File: config.mk
export PLATFORM = sky130hd
export DESIGN_NAME = decoder_3to8
export DESIGN_NICKNAME = d
export VERILOG_FILES = /design/src/rtl/decoder_3to8.sv
export SDC_FILE = /design/constraint.sdc
export NUM_CORES = 1
export LEC_CHECK = 0
export BUFFER_PORTS_ARGS = -buffer_cell sky130_fd_sc_hd__buf_2
export CORE_AREA = 3 3 40 42
export DETAILED_ROUTE_END_ITERATION = 16
export DIE_AREA = 0 0 43 45
export PLACE_DENSITY_LB_ADDON = 0.2
export SYNTH_ARGS = -nofsm -noshare
export SYNTH_HDL_FRONTEND = slang
export SYNTH_SLANG_ARGS = --single-unit
File: constraint.sdc
create_clock -name clk -period 1.58 [get_ports clk]
set_input_delay 0.079 -clock clk [delete_from_list [all_inputs] [get_ports clk]]
set_output_delay 0.079 -clock clk [all_outputs]
set_load 0.01 [all_outputs]
File: src/rtl/decoder_3to8.sv
// Registered binary-to-one-hot decoder with enable gating, polarity select, valid flag and change strobe.
// Define DECODER_ONEHOT_CHK_EN to add the registered onehot_err integrity flag.
module decoder_3to8 #(
    parameter int IN_W          = 3,
    parameter int ACTIVE_LOW    = 0,
    parameter int ZERO_WHEN_DIS = 1
) (
    input  logic                   clk,
    input  logic                   rst,
    input  logic                   en,
    input  logic [IN_W-1:0]        in,
    output logic [(1<<IN_W)-1:0]   out,
    output logic [IN_W-1:0]        out_idx,
    output logic                   out_vld,
    output logic                   chg
`ifdef DECODER_ONEHOT_CHK_EN
    ,
    output logic                   onehot_err
`endif
);

    localparam int OUT_W = 1 << IN_W;
    localparam logic [OUT_W-1:0] IDLE = {OUT_W{ACTIVE_LOW != 0}};

    logic [OUT_W-1:0] decoded;

    // XOR with the idle pattern gives one-cold for ACTIVE_LOW=1.
    always_comb begin
        decoded = '0;
        decoded = (OUT_W'(1) << in) ^ IDLE;
    end

    always_ff @(posedge clk) begin
        if (rst) begin
            out     <= IDLE;
            out_idx <= '0;
            out_vld <= 1'b0;
            chg     <= 1'b0;
        end else if (en) begin
            out     <= decoded;
            out_idx <= in;
            out_vld <= 1'b1;
            chg     <= !out_vld || (in != out_idx);
        end else begin
            chg <= 1'b0;
            if (ZERO_WHEN_DIS != 0) begin
                out     <= IDLE;
                out_vld <= 1'b0;
            end
        end
    end

`ifdef DECODER_ONEHOT_CHK_EN
    logic [OUT_W-1:0] active;
    logic             single_bit;

    always_comb begin
        active     = out ^ IDLE;
        single_bit = (active != '0) && ((active & (active - OUT_W'(1))) == '0);
    end

    always_ff @(posedge clk) begin
        if (rst) begin
            onehot_err <= 1'b0;
        end else begin
            onehot_err <= out_vld ? !single_bit : (out != IDLE);
        end
    end
`endif

endmodule

==> results of run 1 <==
==> routing by layer <==
layer | up-vias | part of all wire (%) | track usage, %
li1 | 170 | - | -
met1 | 137 | 47 | 10.5
met2 | 10 | 44 | 11.4
met3 | 2 | 7.5 | 2.39
met4 | 0 | 0.78 | 5.42
met5 | - | 0 | 0
==> worst register-to-register path: cells and delay by family, from the launching register on <==
kind                      cells  cell delay (ps)
xor gates and xnor gates      1              160
DFF                           1              330
AOI/OAI and AO/OA             1              400
==> power by group through the flow <==
stage          sequential [uW]  combinational [uW]  clock, uW
6_report                   343                56.8        191
3_3_place_gp               351                57.9          0
2_1_floorplan              357                27.1          0
3_5_place_dp               351                57.7          0
4_1_cts                    343                57.9        197
5_1_grt                    344                62.9        220
==> cell usage after synthesis <==
cell,instances
dfxtp_1,13
nor2_1,9
mux2i_1,3
xor2_1,3
nand2b_1,2
buf_6,1
inv_1,1
nand2_1,1
nand3b_1,1
nor2b_1,1
nor3_1,1
nor3_2,1
o41a_1,1
or3b_4,1
==> cell type report <==
type	instances	area (um2)
Timing Repair Buffer	18	90.1
Clock buffer	4	26.3
Tap cell	15	18.8
Inverter	1	3.75
Sequential cell	13	260
Multi-Input combinational cell	24	158
Fill cell	130	728
==> through the flow <==
step / cells / total power, uW / cell area, um2
after global placement: 71 / 409 / 531
final: 75 / 591 / 557
after floorplan: 39 / 384 / 433
after detailed placement: 71 / 409 / 531
after CTS: 75 / 598 / 557
after global routing: 75 / 627 / 557
==> flip-flops by register name, summed over array words and instances (netlist names) <==
name / cells
out: 8
out_vld: 1
chg: 1
out_idx: 3
==> logic make-up (layout without fill, tap and decap cells) <==
kind of cell	count (synthesis)	in the layout	synth area share, %
compound gates	1	1	2.60
xor+xnor	3	3	6.07
buf+inv	2	23	3.47
flops	13	13	60.1
mux	3	3	6.94
simple gates	17	17	20.8
==> worst min path at each step <==
stage               slack, ps    endpoint  start  cells past startpoint
floorplan                 150      out[0]  in[0]                      1
global placement          330  out_idx[1]    rst                      2
detailed placement        340  out_idx[0]    rst                      2
CTS                        50  out_idx[0]    rst                      2
global route               60  out_idx[1]    rst                      2
finish                     50  out_idx[0]    rst                      2
==> summary.txt, run 1 <==
Max IR drop VDD = 495 uV
Leakage Power = 0.000278 uW
vias per cell = 4.25
min-delay worst type = in2reg
CP endpoint = chg
max frequency = 1.00 GHz
largest area contributor in the netlist = dfxtp_1
Gate Count Post-Synth = 39
CTS tree = yes
P per Cell Area = 1060 mW/mm2
global-route wire length before repair = 1120 um
cell row count = 13
antenna viol nets, final = 0
Max-Cap Viols = 0
Antenna Cells = 0
Final Max Slew Viols = 0
CP max stage cell = o41a_1
Sw Share = 21.9%
P&R area growth vs syn = 28.6%
drt drc = 0
die height = 45 um
FF-to-FF path depth = 2
I/O pin cnt = 19
post-CTS setup buffers = 0
RSZ-0062 raised after global routing = false
crit path cell chain = xor2_1 > o41a_1
Post-Place Setup Slack = 591 ps
Initial Util = 33.7%
largest buffer count on any clock path = 2
Clock Power Share = 32.3%
vias = 319
Die Area = 0.00194 mm2
CTS root buffer = clkbuf_4
Setup violations, final = 0
# port buffers = 18
Logic pwr share = 9.6%
Syn Nets = 45
Slew Limit Headroom = 88.7%
Reg2Reg Setup Slack = 580 ps
Synth area leaders = dfxtp_1, nor2_1, mux2i_1
Yosys reg bits = 13
Post-CTS Hold Fix Bufs = 0
Reg power frac = 58.1%
final core utilization = 43.3%
Worst Setup Start Kind = register
Largest delay share family, worst path = compound AO/OA/AOI/OAI gates
vias in the first global route = 262
WP data arrival = 1150 ps
clock sink count = 13
most frequent cells in the layout = buf_2, dfxtp_1, nor2_1
Data required, critical path = 1730 ps
minimum clock period = 997 ps
CORE AREA = 0.00128 mm2
CTS Buf Count = 3
GPL Wtd Cong = 0.674
# H-tree levels = 1
Initial DRT Pass Iterations = 4
wirelength, routed = 765 um
Worst R2R Start = out_idx[1]
crit-path max FO = 3
switching power = 130 uW
CTS clk-pin slew, worst paths = 70 ps
critical path type = reg2reg
GRT Total Usage = 8.03%
synth warn = 0
top cell type's share of synthesized area = 60.1%
R2R Path End = chg
setup TNS = 0 ps
DRT iter0 DRCs = 1
cts repair resizes = 0
die width = 43 um
Crit. Startpoint = out_idx[1]
Mapped Avg Cell Area = 11.1 um2
Setup WS post-layout = 583 ps
Worst Setup End Kind = register
slowest stage delay, CP = 400 ps
Netlist cell types = 14
Worst Max-Slew Pin Slew = 169 ps
status = completed
post-synthesis instance area = 433 um2
internal power = 461 uW
Clk Latency, worst-skew pair = 260 ps
Stages on worst setup path = 2
dpl hpwl = 588 um
largest net degree at the start of global routing = 8
commonest non-fill, non-tap cell in the layout = buf_2
total gr overflow = 0
Critical path buffers and inverters = 0
worst hold slack = 45.7 ps
Clock Skew = 0.0974 ps
wire length per cell = 10.2 um
initial antenna violation count = 0
Nets = 67
share of layout cells above drive strength 1 = 38.3%
Final Hold Violating Endpoints = 0
Final period util = 63.1%
register area share after synthesis = 60.1%
Power figures use the tool's default switching activity.
==> inputs of run 2 (changes only) <==
ABC_AREA = 1   (was default)
clock period = 1 ns   (was 1.58 ns; I/O delays follow)
==> run 2 against run 1 <==
Register-to-register slack worse by 390 ps. Largest power group unchanged. Largest cell class unchanged. Sequential share of layout area down 1.7 points. Synthesized area unchanged. Via count up 18%. Die area unchanged.
==> summary.txt, run 2 <==
Max IR drop VDD = 580 uV (+17%)
worst hold slack = 19.8 ps (-26.0 ps)
cts repair resizes = 0 (unchanged)
Synth Area in Adders = 0% (unchanged)
R2R Path End = chg
synth warn = 0 (unchanged)
# H-tree levels = 1 (unchanged)
Gate Count Post-Synth = 50 (+28%)
fill count = 132 (+1.5%)
hold path cells = 2 (unchanged)
Post-synth top cells = dfxtp_1, inv_1, nor3_1
Post-synth EDFFs = 0 (unchanged)
Data required, critical path = 1190 ps (-540 ps)
CTS Buf Count = 3 (unchanged)
Synth area leaders = dfxtp_1, nor3_1, inv_1
top cell type's share of synthesized area = 60.1% (unchanged)
CORE AREA = 0.00128 mm2 (unchanged)
CP endpoint = out[4]
critical path type = in2reg
Setup violations, final = 0 (unchanged)
vias = 377 (+18%)
CTS tree = yes
global-route wire length before repair = 1340 um (+19%)
Antenna Cells = 0 (unchanged)
Clk Latency, worst-skew pair = 260 ps (about the same)
largest area contributor in the netlist = dfxtp_1
I/O pin cnt = 19 (unchanged)
GRT Total Usage = 9.96% (+1.9 points)
crit-path max FO = 5 (+2)
post-CTS setup buffers = 0 (unchanged)
Top reg by flops = out
Crit. Startpoint = rst
CTS clk-pin slew, worst paths = 70 ps (about the same)
max frequency = 1.08 GHz
status = completed
largest net degree at the start of global routing = 8 (unchanged)
Syn Nets = 56 (+24%)
largest family of logic cells by synthesized area = simple AND/OR/NAND/NOR gates
drt drc = 0 (unchanged)
Yosys reg bits = 13 (unchanged)
Initial DRT Pass Iterations = 2 (-2)
Final period util = 92.7%
GPL Wtd Cong = 0.714 (+6.0%)
multiplexer share of the synthesized area = 0% (-6.9 points)
die height = 45 um (unchanged)
Final Max Slew Viols = 0 (unchanged)
Reg2Reg Setup Slack = 190 ps (-390 ps)
dpl hpwl = 614 um (+4.4%)
die width = 43 um (unchanged)
Worst Setup End Kind = register
FF+latch area = 260 um2 (unchanged)
CTS root buffer = clkbuf_4
commonest non-fill, non-tap cell in the layout = buf_2
Post-CTS Hold Fix Bufs = 1 (+1)
XOR/XNOR share of the synthesized area = 0% (-6.1 points)
min-delay worst type = in2reg
Worst Max-Slew Pin Slew = 172 ps (+3.45 ps)
number of flip-flops in the largest register = 8 (unchanged)
clock sink count = 13 (unchanged)
Worst Setup Start Kind = primary input
FF-to-FF path depth = 5 (+3)
total power = 951 uW (+61%)
share of layout cells above drive strength 1 = 34.2% (-4.1 points)
most frequent cells in the layout = buf_2, dfxtp_1, inv_1
Leakage Power = 0.000296 uW (+6.7%)
final non-filler cell total = 88 (+17%)
post-synthesis compound-gate area fraction = 7.51% (+4.9 points)
minimum clock period = 927 ps
Post-Synth Simple-Gate Area = 23.7% (+2.9 points)
P per Cell Area = 1640 mW/mm2 (+55%)
Worst R2R Start = out_idx[1]
DRT iter0 DRCs = 6 (+5)
cell row count = 13 (unchanged)
largest buffer count on any clock path = 2 (unchanged)
initial antenna violation count = 0 (unchanged)
# port buffers = 18 (unchanged)
Max-Cap Viols = 0 (unchanged)
Die Area = 0.00194 mm2 (unchanged)
Synth Flop Type = dfxtp_1
Nets = 80 (+19%)
total gr overflow = 0 (unchanged)
antenna viol nets, final = 0 (unchanged)
largest registers = out (8), out_idx (3)
post-synthesis instance area = 433 um2 (unchanged)
Area after DPL = 542 um2 (+2.1%)
most used standard cell by instance count after synthesis = dfxtp_1
Design Area, Final = 578 um2 (+3.8%)
WP data arrival = 1120 ps (-30 ps)
Netlist cell types = 12 (-2)
RSZ-0062 raised after global routing = false
setup TNS = 0 ps (unchanged)
fraction of registers with async set or reset after synthesis = 0% (unchanged)
wirelength, routed = 789 um (+3.1%)
Mapped Avg Cell Area = 8.66 um2 (-22%)
P&R area growth vs syn = 33.5%
vias per cell = 4.28 (+0.72%)
register area share after synthesis = 60.1% (unchanged)
multi-input logic area = 135 um2 (-14%)
vias in the first global route = 329 (+26%)
Initial Util = 33.7% (unchanged)
wire length per cell = 8.97 um (-12%)
Placed Cells = 83 (+17%)
Clock Skew = 0.232 ps (+0.135 ps)
Slew Limit Headroom = 88.4% (-0.29 points)
Final Hold Violating Endpoints = 0 (unchanged)
==> run 2: cell count changes after synthesis, sizes merged, moves of 2 or more <==
cell	previous run	this run
inv	1	10
nand2	1	9
nor2	9	3
nor3	2	8
a21oi	0	3
mux2i	3	0
xor2	3	0
nand2b	2	0
o21ai	0	2
==> run 2: report_power, final <==
group,switching [uW],leakage [uW],internal [uW]
clock network,156,0.0000150,154
logic,58.6,0.000175,38.0
registers,8.77,0.000106,535
==> run 2: kinds of logic after synthesis <==
family | after synthesis
AOI/OAI and AO/OA | 6
buffers and inverters | 10
DFF | 13
and+or+nand+nor | 21
==> run 2: layout make-up <==
cell class	count	area share [%]
multi-input combinational	27	23.4
inverter	10	6.49
sequential	13	45.0
clock buffer	4	4.55
tap	15	3.25
timing repair buffer	19	17.3
==> run 2: layer usage <==
| layer | vias to the layer above | GRT usage, % | wire, um |
|---|---|---|---|
| li1 | 202 | - | - |
| met1 | 161 | 10.8 | 346 |
| met2 | 12 | 15.3 | 351 |
| met3 | 2 | 4.78 | 76 |
| met4 | 0 | 7.23 | 13 |
| met5 | - | 0 | 0 |
==> run 2: worst min path at each step <==
stage,startpoint,to
floorplan,in[1],out[0]
global placement,rst,out_vld
detailed placement,rst,out_vld
CTS,in[1],out[0]
global route,in[1],out[0]
finish,in[1],out[0]
==> run 2: critical path: stages <==
cell           delay [ps]
dlygate4sd3_1         530
buf_2                 150
nor2_4                150
nand2_2               110
nor3_1                130
==> run 2: per-stage QoR <==
stage / utilization, % / worst slack [ps]
after detailed placement: 42.2 / 204
after global placement: 42.2 / 237
final: 45.0 / 73.4
after global routing: 45.0 / 12.5
after CTS: 45.0 / 71.6
after floorplan: - / 186
